**src/rtl/aes_cbc_core_arbiter.sv**
```systemverilog
// Purpose: shares one iterative AES-256-CBC core between two AXI-Stream request channels, one whole packet at a time.
// Latency: one cycle from request tvalid (idle) to the first forwarded beat; while busy, both directions pass through combinationally.
// Backpressure: owner tready follows core tready and core-output tready follows the owner's sink; the non-owner is held with tready=0.
//
// Ports:
//   Clk, Rst            clock, synchronous active-high reset (shared with the core)
//   S0_axis_*, S1_axis_* request streams in (tdata/tkeep/tlast/tuser=enc/tvalid, tready out)
//   M0_axis_*, M1_axis_* result streams out (tready in)
//   Core_s_axis_*       stream into the core
//   Core_m_axis_*       stream out of the core
//   Busy                core currently owned by a channel
//   Owner               current or most recent owner index
//   Pkt_cnt0/1          completed-packet counters per channel (wrapping)
module aes_cbc_core_arbiter #(
    parameter int AXIS_WIDTH = 8,
    parameter int CNT_WIDTH  = 16,
    localparam int KEEP_WIDTH = (AXIS_WIDTH < 8) ? 1 : AXIS_WIDTH / 8
) (
    input  logic                  Clk,
    input  logic                  Rst,

    input  logic [AXIS_WIDTH-1:0] S0_axis_tdata,
    input  logic [KEEP_WIDTH-1:0] S0_axis_tkeep,
    input  logic                  S0_axis_tlast,
    input  logic                  S0_axis_tuser,
    input  logic                  S0_axis_tvalid,
    output logic                  S0_axis_tready,

    input  logic [AXIS_WIDTH-1:0] S1_axis_tdata,
    input  logic [KEEP_WIDTH-1:0] S1_axis_tkeep,
    input  logic                  S1_axis_tlast,
    input  logic                  S1_axis_tuser,
    input  logic                  S1_axis_tvalid,
    output logic                  S1_axis_tready,

    output logic [AXIS_WIDTH-1:0] M0_axis_tdata,
    output logic [KEEP_WIDTH-1:0] M0_axis_tkeep,
    output logic                  M0_axis_tlast,
    output logic                  M0_axis_tuser,
    output logic                  M0_axis_tvalid,
    input  logic                  M0_axis_tready,

    output logic [AXIS_WIDTH-1:0] M1_axis_tdata,
    output logic [KEEP_WIDTH-1:0] M1_axis_tkeep,
    output logic                  M1_axis_tlast,
    output logic                  M1_axis_tuser,
    output logic                  M1_axis_tvalid,
    input  logic                  M1_axis_tready,

    output logic [AXIS_WIDTH-1:0] Core_s_axis_tdata,
    output logic [KEEP_WIDTH-1:0] Core_s_axis_tkeep,
    output logic                  Core_s_axis_tlast,
    output logic                  Core_s_axis_tuser,
    output logic                  Core_s_axis_tvalid,
    input  logic                  Core_s_axis_tready,

    input  logic [AXIS_WIDTH-1:0] Core_m_axis_tdata,
    input  logic [KEEP_WIDTH-1:0] Core_m_axis_tkeep,
    input  logic                  Core_m_axis_tlast,
    input  logic                  Core_m_axis_tuser,
    input  logic                  Core_m_axis_tvalid,
    output logic                  Core_m_axis_tready,

    output logic                  Busy,
    output logic                  Owner,
    output logic [CNT_WIDTH-1:0]  Pkt_cnt0,
    output logic [CNT_WIDTH-1:0]  Pkt_cnt1
);

    typedef struct packed {
        logic [AXIS_WIDTH-1:0] tdata;
        logic [KEEP_WIDTH-1:0] tkeep;
        logic                  tlast;
        logic                  tuser;
    } beat_t;

    typedef enum logic [1:0] {
        ST_IDLE = 2'b01,
        ST_BUSY = 2'b10
    } state_t;

    localparam logic [CNT_WIDTH-1:0] CNT_ONE = {{(CNT_WIDTH-1){1'b0}}, 1'b1};

    state_t state;
    state_t state_nxt;
    logic   last_grant;
    logic   grant;
    logic   pkt_done;

    beat_t  s0_beat;
    beat_t  s1_beat;
    beat_t  core_m_beat;
    beat_t  core_s_beat;
    beat_t  m0_beat;
    beat_t  m1_beat;

    assign s0_beat     = '{tdata: S0_axis_tdata, tkeep: S0_axis_tkeep, tlast: S0_axis_tlast, tuser: S0_axis_tuser};
    assign s1_beat     = '{tdata: S1_axis_tdata, tkeep: S1_axis_tkeep, tlast: S1_axis_tlast, tuser: S1_axis_tuser};
    assign core_m_beat = '{tdata: Core_m_axis_tdata, tkeep: Core_m_axis_tkeep,
                           tlast: Core_m_axis_tlast, tuser: Core_m_axis_tuser};

    assign Busy = (state == ST_BUSY);

    // Ownership ends on the core's final output beat, not on the request
    // tlast: the core interleaves per-block input and output phases.
    assign pkt_done = Busy && Core_m_axis_tvalid && Core_m_axis_tready && Core_m_axis_tlast;

    // Next state and grant. Arbitration looks only at tvalid and never
    // drives tready in idle, so there is no tvalid->tready path.
    always_comb begin
        state_nxt = state;
        grant     = Owner;
        case (state)
            ST_IDLE: begin
                if (S0_axis_tvalid || S1_axis_tvalid) begin
                    state_nxt = ST_BUSY;
                    if (S0_axis_tvalid && S1_axis_tvalid) begin
                        grant = ~last_grant;
                    end else begin
                        grant = S1_axis_tvalid;
                    end
                end
            end
            ST_BUSY: begin
                if (pkt_done) begin
                    state_nxt = ST_IDLE;
                end
            end
            default: state_nxt = ST_IDLE;
        endcase
    end

    always_ff @(posedge Clk) begin
        if (Rst) begin
            state      <= ST_IDLE;
            Owner      <= 1'b0;
            last_grant <= 1'b1;
            Pkt_cnt0   <= '0;
            Pkt_cnt1   <= '0;
        end else begin
            state <= state_nxt;
            if (state == ST_IDLE && state_nxt == ST_BUSY) begin
                Owner      <= grant;
                last_grant <= grant;
            end
            if (pkt_done) begin
                if (Owner) begin
                    Pkt_cnt1 <= Pkt_cnt1 + CNT_ONE;
                end else begin
                    Pkt_cnt0 <= Pkt_cnt0 + CNT_ONE;
                end
            end
        end
    end

    // Steering: everything idles at zero; while busy only the owner's
    // request and result streams are connected to the core.
    always_comb begin
        core_s_beat        = '0;
        Core_s_axis_tvalid = 1'b0;
        Core_m_axis_tready = 1'b0;
        S0_axis_tready     = 1'b0;
        S1_axis_tready     = 1'b0;
        m0_beat            = '0;
        m1_beat            = '0;
        M0_axis_tvalid     = 1'b0;
        M1_axis_tvalid     = 1'b0;
        if (Busy) begin
            if (Owner) begin
                core_s_beat        = s1_beat;
                Core_s_axis_tvalid = S1_axis_tvalid;
                S1_axis_tready     = Core_s_axis_tready;
                m1_beat            = core_m_beat;
                M1_axis_tvalid     = Core_m_axis_tvalid;
                Core_m_axis_tready = M1_axis_tready;
            end else begin
                core_s_beat        = s0_beat;
                Core_s_axis_tvalid = S0_axis_tvalid;
                S0_axis_tready     = Core_s_axis_tready;
                m0_beat            = core_m_beat;
                M0_axis_tvalid     = Core_m_axis_tvalid;
                Core_m_axis_tready = M0_axis_tready;
            end
        end
    end

    assign Core_s_axis_tdata = core_s_beat.tdata;
    assign Core_s_axis_tkeep = core_s_beat.tkeep;
    assign Core_s_axis_tlast = core_s_beat.tlast;
    assign Core_s_axis_tuser = core_s_beat.tuser;

    assign M0_axis_tdata = m0_beat.tdata;
    assign M0_axis_tkeep = m0_beat.tkeep;
    assign M0_axis_tlast = m0_beat.tlast;
    assign M0_axis_tuser = m0_beat.tuser;

    assign M1_axis_tdata = m1_beat.tdata;
    assign M1_axis_tkeep = m1_beat.tkeep;
    assign M1_axis_tlast = m1_beat.tlast;
    assign M1_axis_tuser = m1_beat.tuser;

endmodule

```
**config.mk**
```make
export PLATFORM = sky130hd
export DESIGN_NAME = aes_cbc_core_arbiter
export DESIGN_NICKNAME = d
export VERILOG_FILES = /design/src/rtl/aes_cbc_core_arbiter.sv
export SDC_FILE = /design/constraint.sdc
export NUM_CORES = 1
export LEC_CHECK = 0
export BUFFER_PORTS_ARGS = -buffer_cell sky130_fd_sc_hd__buf_4
export CAP_MARGIN = 30
export CORE_MARGIN = 3
export CORE_UTILIZATION = 45
export CTS_CLUSTER_DIAMETER = 30
export CTS_CLUSTER_SIZE = 14
export DETAILED_ROUTE_END_ITERATION = 7
export PLACE_DENSITY = 0.8
export SYNTH_ARGS = -nofsm -noshare
export SYNTH_HDL_FRONTEND = slang
export SYNTH_SLANG_ARGS = --single-unit
```
**constraint.sdc**
```tcl
create_clock -name Clk -period 2.21 [get_ports Clk]
set_clock_uncertainty 0.2 [all_clocks]
set_input_delay 0.442 -clock Clk [delete_from_list [all_inputs] [get_ports Clk]]
set_output_delay 0.442 -clock Clk [all_outputs]
set_load 0.01 [all_outputs]
```
==> parameters.txt, run 1 <==
Parameter                              Value

Hold path
  Path class of the lowest-slack min-delay path    reg2reg

Clock network
  Clock Path Buffers    2
  Clk pin slew, worst setup/hold paths    80 ps
  Number of H-tree levels    2
  Clock insertion delay at the later pin of the skew report    280 ps
  Clock tree from TritonCTS    built
  Clock root buffer    sky130_fd_sc_hd__clkbuf_8
  CTS Buf Count    5
  Total clock sinks    36

Timing
  Worst-case setup margin in the final layout    62.79 ps
  Tightest Pin Transition    448.1 ps
  Setup violations, final    0
  Final Hold Fails    0
  Final slew viol count    0
  Worst rel slew slack    69.81%
  Setup_tns    0 ps
  Clock period minus worst slack    2147 ps
  Top achievable clock speed    465.7 MHz
  Final Cycle Share    97.16%

Floorplan
  Starting density of the core    48.22%
  Placeable core region    4504 um^2
  Die W    75.48 um
  Die span in y    75.48 um
  Count of standard-cell rows    24
  I/O pin count    114
  Die ar.    5696 um^2

Power
  PwrDens    592.3 nW/um^2
  Clk pwr share    29.9%
  Static Leak    1.417 nW
  Total chip power    1.910 mW
  Fraction of power spent switching nets    29.95%
  Peak supply drop    0.0003553 V
  Combinational cell fraction of total power    33.1%
  Sw Pwr    0.5719 mW
  Power Internal    1.338 mW
  Sequential group share of total power    37.0%

Detailed routing
  Detailed-route wire length per cell    14.71 um
  Number of iterations in the first detailed-routing pass    4
  Total detailed-routing wirelength    6355 um
  Via density per instance    5.553
  DR DRC count    0
  Drt first-iter violations    134
  Total via count after detailed routing    2399
  Routed Antenna Nets    0

Global routing
  Most Used Layer, Global Route    met2
  GRT Total Usage    22.33%
  Global Route met2 Usage    40.84%
  Maximum number of pins on one net before global-route repair    37
  Antenna violations before repair    0
  Via count of the first global-routing pass    2216
  Total grt overflow    0
  Met1 usage    24.52%
  GRT met3 Usage    7.388%
  Wire length of the first global-routing pass    9936 um

Cells and area
  # diodes    0
  Commonest non-fill, non-tap cell in the layout    sky130_fd_sc_hd__buf_4
  Area occupied by multi-input gates    1374 um^2
  Sequential Area    720.7 um^2
  Fill count    375
  Final design instance area without fill    3224 um^2
  Layout overhead on the synthesized area    48.44%
  Most frequent cells in the layout    sky130_fd_sc_hd__buf_4, sky130_fd_sc_hd__dfxtp_1, sky130_fd_sc_hd__a21oi_1
  Core occupancy in the finished layout    71.58%
  Layout cells sized above 1    36.58%
  Nets    424

Placed design
  Placer Congestion    0.7974
  Post-Place Setup Slack    84.59 ps
  Area post-placement    3059 um^2
  Count of input and output buffers    113
  Post-detailed-placement half-perimeter wirelength    4813 um

Synth
  Synthesized netlist cell count    265
  Cell variety after synth    37
  Number of synthesized register bits    36
  Avg Synthesized Cell Area    8.197 um^2
  Cell area after synthesis    2172 um^2
  Yosys Warn Count    0
  Net count of the mapped netlist    310
  Seq/Total Area, Yosys    33.18%

Critical path
  Category of the critical setup timing path    reg2out
  Endpoint class of the critical path    primary output
  Worst path required time    1570 ps
  Category of the worst setup path launch point    register
  Largest fanout on the critical path    14
  Critical path arrival    1510 ps

Run status
  Outcome    completed

Flow run
  Max-Cap Viols    0
==> cells in the mapped netlist (all sizes together) <==
master | number | area share, %
or2 | 1 | 0.29
buf | 4 | 1.2
o31ai | 10 | 3.5
and2 | 15 | 4.3
nand4 | 13 | 5.4
mux2i | 14 | 6.5
and4b | 1 | 0.46
nand4b | 2 | 0.81
dfxtp | 36 | 33
or3 | 10 | 2.9
nor2b | 14 | 4.0
ha | 4 | 2.3
and4 | 3 | 1.3
nor3 | 4 | 0.92
nor3b | 1 | 0.35
nand3 | 13 | 3.2
a21boi | 1 | 0.35
and3 | 15 | 4.3
xnor2 | 6 | 2.4
xor2 | 5 | 2.0
a32o | 1 | 0.46
nor4 | 2 | 0.58
clkbuf | 12 | 2.1
or4 | 9 | 3.1
a31oi | 1 | 0.29
nor2 | 15 | 2.6
a21oi | 21 | 4.8
inv | 7 | 1.2
a311oi | 1 | 0.40
o21ai | 10 | 2.3
nand2 | 14 | 2.4
==> critical path, stage by stage, from the launching register on <==
cell and delay, ps:
sky130_fd_sc_hd__dfxtp_1 490, sky130_fd_sc_hd__buf_6 240, sky130_fd_sc_hd__mux2i_1 270, sky130_fd_sc_hd__nor2b_1 80, sky130_fd_sc_hd__buf_4 150
==> kinds of logic (layout without fill, tap and decap cells) <==
| logic type | count (synthesis) | in the layout | share of synthesized area [%] |
|---|---|---|---|
| buf+inv | 23 | 138 | 4.493 |
| compound gates | 45 | 45 | 12.10 |
| mux | 14 | 14 | 6.451 |
| simple gates | 132 | 132 | 37.04 |
| flops | 36 | 36 | 33.18 |
| fa+ha+maj | 4 | 4 | 2.304 |
| xor+xnor | 11 | 11 | 4.435 |
==> through the flow <==
stage	hold slack [ps]	instances
2_1_floorplan	286.7	265
3_3_place_gp	265.1	420
3_5_place_dp	271.6	420
4_1_cts	284.2	428
5_1_grt	298.0	432
6_report	281.4	432
==> area by class of cell <==
class | instances | share of cell area [%]
clock buffers | 5 | 2.134
repair buffers | 123 | 28.75
clock inverters | 3 | 1.319
well taps | 52 | 2.018
flip-flops and latches | 36 | 22.35
multi-input cells | 206 | 42.61
inverters | 7 | 0.8149
==> path summary, 6_finish.rpt <==
| check | from | to | slack (ps) | depth (start not counted) |
|---|---|---|---|---|
| setup / recovery | Owner | Core_m_axis_tready | 60 | 4 |
| hold / removal | Pkt_cnt0[15] | Pkt_cnt0[15] | 280 | 2 |
| setup reg to reg | state[0] | Pkt_cnt1[14] | 120 | 7 |
| hold reg to reg | Pkt_cnt0[15] | Pkt_cnt0[15] | 280 | 2 |
==> per-layer routing <==
layer / vias to the layer above / routed length (um)
met5: - / 0
met4: 0 / 59
met3: 4 / 508
met2: 90 / 3254
met1: 1110 / 2533
li1: 1195 / -
==> registers in the layout (all words and copies together), names as in the netlist <==
signal / count
Owner: 1
Pkt_cnt0: 16
last_grant: 1
state: 2
Pkt_cnt1: 16
==> repair_timing <==
item / in CTS / in global routing
setup endpoints to repair: 13 / 51
pin swaps: 0 / 2
setup buffers: 0 / 4
hold endpoints to repair: 0 / 0
hold buffers: 0 / 0
gates resized for setup: 2 / 3
==> power by group through the flow <==
stage               logic, mW  registers (mW)  clock network (mW)
floorplan               0.365           0.716                   0
global placement        0.589           0.712                   0
detailed placement      0.599           0.713                   0
CTS                     0.605           0.700               0.589
global route            0.693           0.711               0.607
finish                  0.632           0.706               0.571
Note: power is estimated with default switching activity, not from simulation.
==> inputs of run 2 (changes only) <==
- MAX_ROUTING_LAYER: default -> met4
==> parameters.txt, run 2 (same netlist as run 1, synthesis figures left out) <==
Parameter                              Value

Power
  Static Leak    1.417 nW
  Peak supply drop    0.0003546 V
  PwrDens    592.0 nW/um^2

Clock network
  Clock Path Buffers    2
  Clock insertion delay at the later pin of the skew report    280 ps
  CTS Buf Count    5
  Clock tree from TritonCTS    built
  Number of hold buffers added after cts    0
  Total clock sinks    36
  Clk pin slew, worst setup/hold paths    80 ps
  Clock root buffer    sky130_fd_sc_hd__clkbuf_8
  Number of H-tree levels    2

Timing
  Worst-case setup margin in the final layout    64.03 ps
  Tightest Pin Transition    447.8 ps
  Final slew viol count    0
  Final Cycle Share    97.10%
  Top achievable clock speed    466.0 MHz
  Clock period minus worst slack    2146 ps
  Final Hold Fails    0
  WHS    281.4 ps
  Setup violations, final    0
  Worst rel slew slack    69.83%

Global routing
  GRT Total Usage    22.98%
  Wire length of the first global-routing pass    9915 um
  Maximum number of pins on one net before global-route repair    37
  Antenna violations before repair    0
  Via count of the first global-routing pass    2219
  Total grt overflow    0

Critical path
  Critical path arrival    1500 ps
  Category of the critical setup timing path    reg2out
  Worst path required time    1570 ps
  Slowest library cell on the worst path    sky130_fd_sc_hd__dfxtp_1
  Category of the worst setup path launch point    register
  Series of cell instances along the critical path    buf_6 -> mux2i_1 -> nor2b_1 -> buf_4
  Largest fanout on the critical path    14
  Endpoint class of the critical path    primary output
  Crit-path leading delay family    flip-flops
  Delay of the slowest cell on the worst path    490 ps
  Critical path buffers and inverters    2

Detailed routing
  Drt first-iter violations    139
  Detailed-route wire length per cell    14.66 um
  DR DRC count    0
  Via density per instance    5.565
  Routed Antenna Nets    0
  Total detailed-routing wirelength    6331 um
  Number of iterations in the first detailed-routing pass    4
  Total via count after detailed routing    2404

Cells and area
  Core occupancy in the finished layout    71.58%
  Fill count    375
  # diodes    0
  Most frequent cells in the layout    sky130_fd_sc_hd__buf_4, sky130_fd_sc_hd__dfxtp_1, sky130_fd_sc_hd__a21oi_1
  Final design instance area without fill    3224 um^2
  Layout overhead on the synthesized area    48.44%
  Layout cells sized above 1    36.58%
  Biggest registers after layout    Pkt_cnt0 (16), Pkt_cnt1 (16), state (2)
  Final cell count without fillers    432
  Nets    424
  Commonest non-fill, non-tap cell in the layout    sky130_fd_sc_hd__buf_4

Floorplan
  Starting density of the core    48.22%
  Placeable core region    4504 um^2
  I/O pin count    114
  Count of standard-cell rows    24
  Die span in y    75.48 um
  Die ar.    5696 um^2
  Die W    75.48 um

Flow run
  Max-Cap Viols    0

Placed design
  Post-Place Setup Slack    84.59 ps
  Placer Congestion    0.8088
  Count of input and output buffers    113
  Post-detailed-placement half-perimeter wirelength    4813 um
  Placed cell count    420
  Area post-placement    3059 um^2

Run status
  Outcome    completed

Hold path
  Path class of the lowest-slack min-delay path    reg2reg
run 2: cell counts in the layout (fill, tap and decap cells not counted):
Identical to the previous run, type by type.
run 2: layer usage:
metal	global-route usage [%]	routed length, um	vias to the layer above
li1	-	-	1193
met1	25.72	2620	1117
met2	40.84	3254	90
met3	5.277	398	4
met4	6.214	58	0
met5	-	0	-
run 2: metrics by stage:
| stage | setup TNS, ps | power (mW) |
|---|---|---|
| 2_1_floorplan | 0 | 1.081 |
| 3_3_place_gp | 0 | 1.300 |
| 3_5_place_dp | 0 | 1.312 |
| 4_1_cts | 0 | 1.894 |
| 5_1_grt | -40.00 | 2.010 |
| 6_report | 0 | 1.909 |
run 2: power breakdown:
group          switching, mW  internal, mW  total [mW]
Sequential            0.0287         0.678       0.706
Clock                  0.238         0.334       0.571
Combinational          0.305         0.327       0.631
Total                  0.571          1.34        1.91
run 2: final timing paths:
path / depth (start not counted) / from / slack (ps) / end
setup / recovery: 4 / Owner / 60 / Core_m_axis_tready
hold / removal: 2 / Pkt_cnt0[15] / 280 / Pkt_cnt0[15]
setup reg to reg: 7 / state[0] / 120 / Pkt_cnt1[14]
hold reg to reg: 2 / Pkt_cnt0[15] / 280 / Pkt_cnt0[15]
run 2: cell type report:
class                      instances  area [um^2]  share of cell area, %
clock buffer                       5        68.82                  2.134
clock inverter                     3        42.54                  1.319
inverter                           7        26.28                 0.8149
multi-input combinational        206         1374                  42.61
sequential                        36        720.7                  22.35
tap                               52        65.06                  2.018
timing repair buffer             123        927.1                  28.75
run 2: what timing repair did:
item                       CTS  global route
setup buffers                0             4
pin swaps                    0             2
cloned                       0             0
gates resized for setup      2             3
setup endpoints to repair   13            51
hold endpoints to repair     0             0
run 2: worst min-delay path: cells and delay by family, from the launching register on:
kind / cells / cell delay, ps
flops: 1 / 320
compound gates: 2 / 110
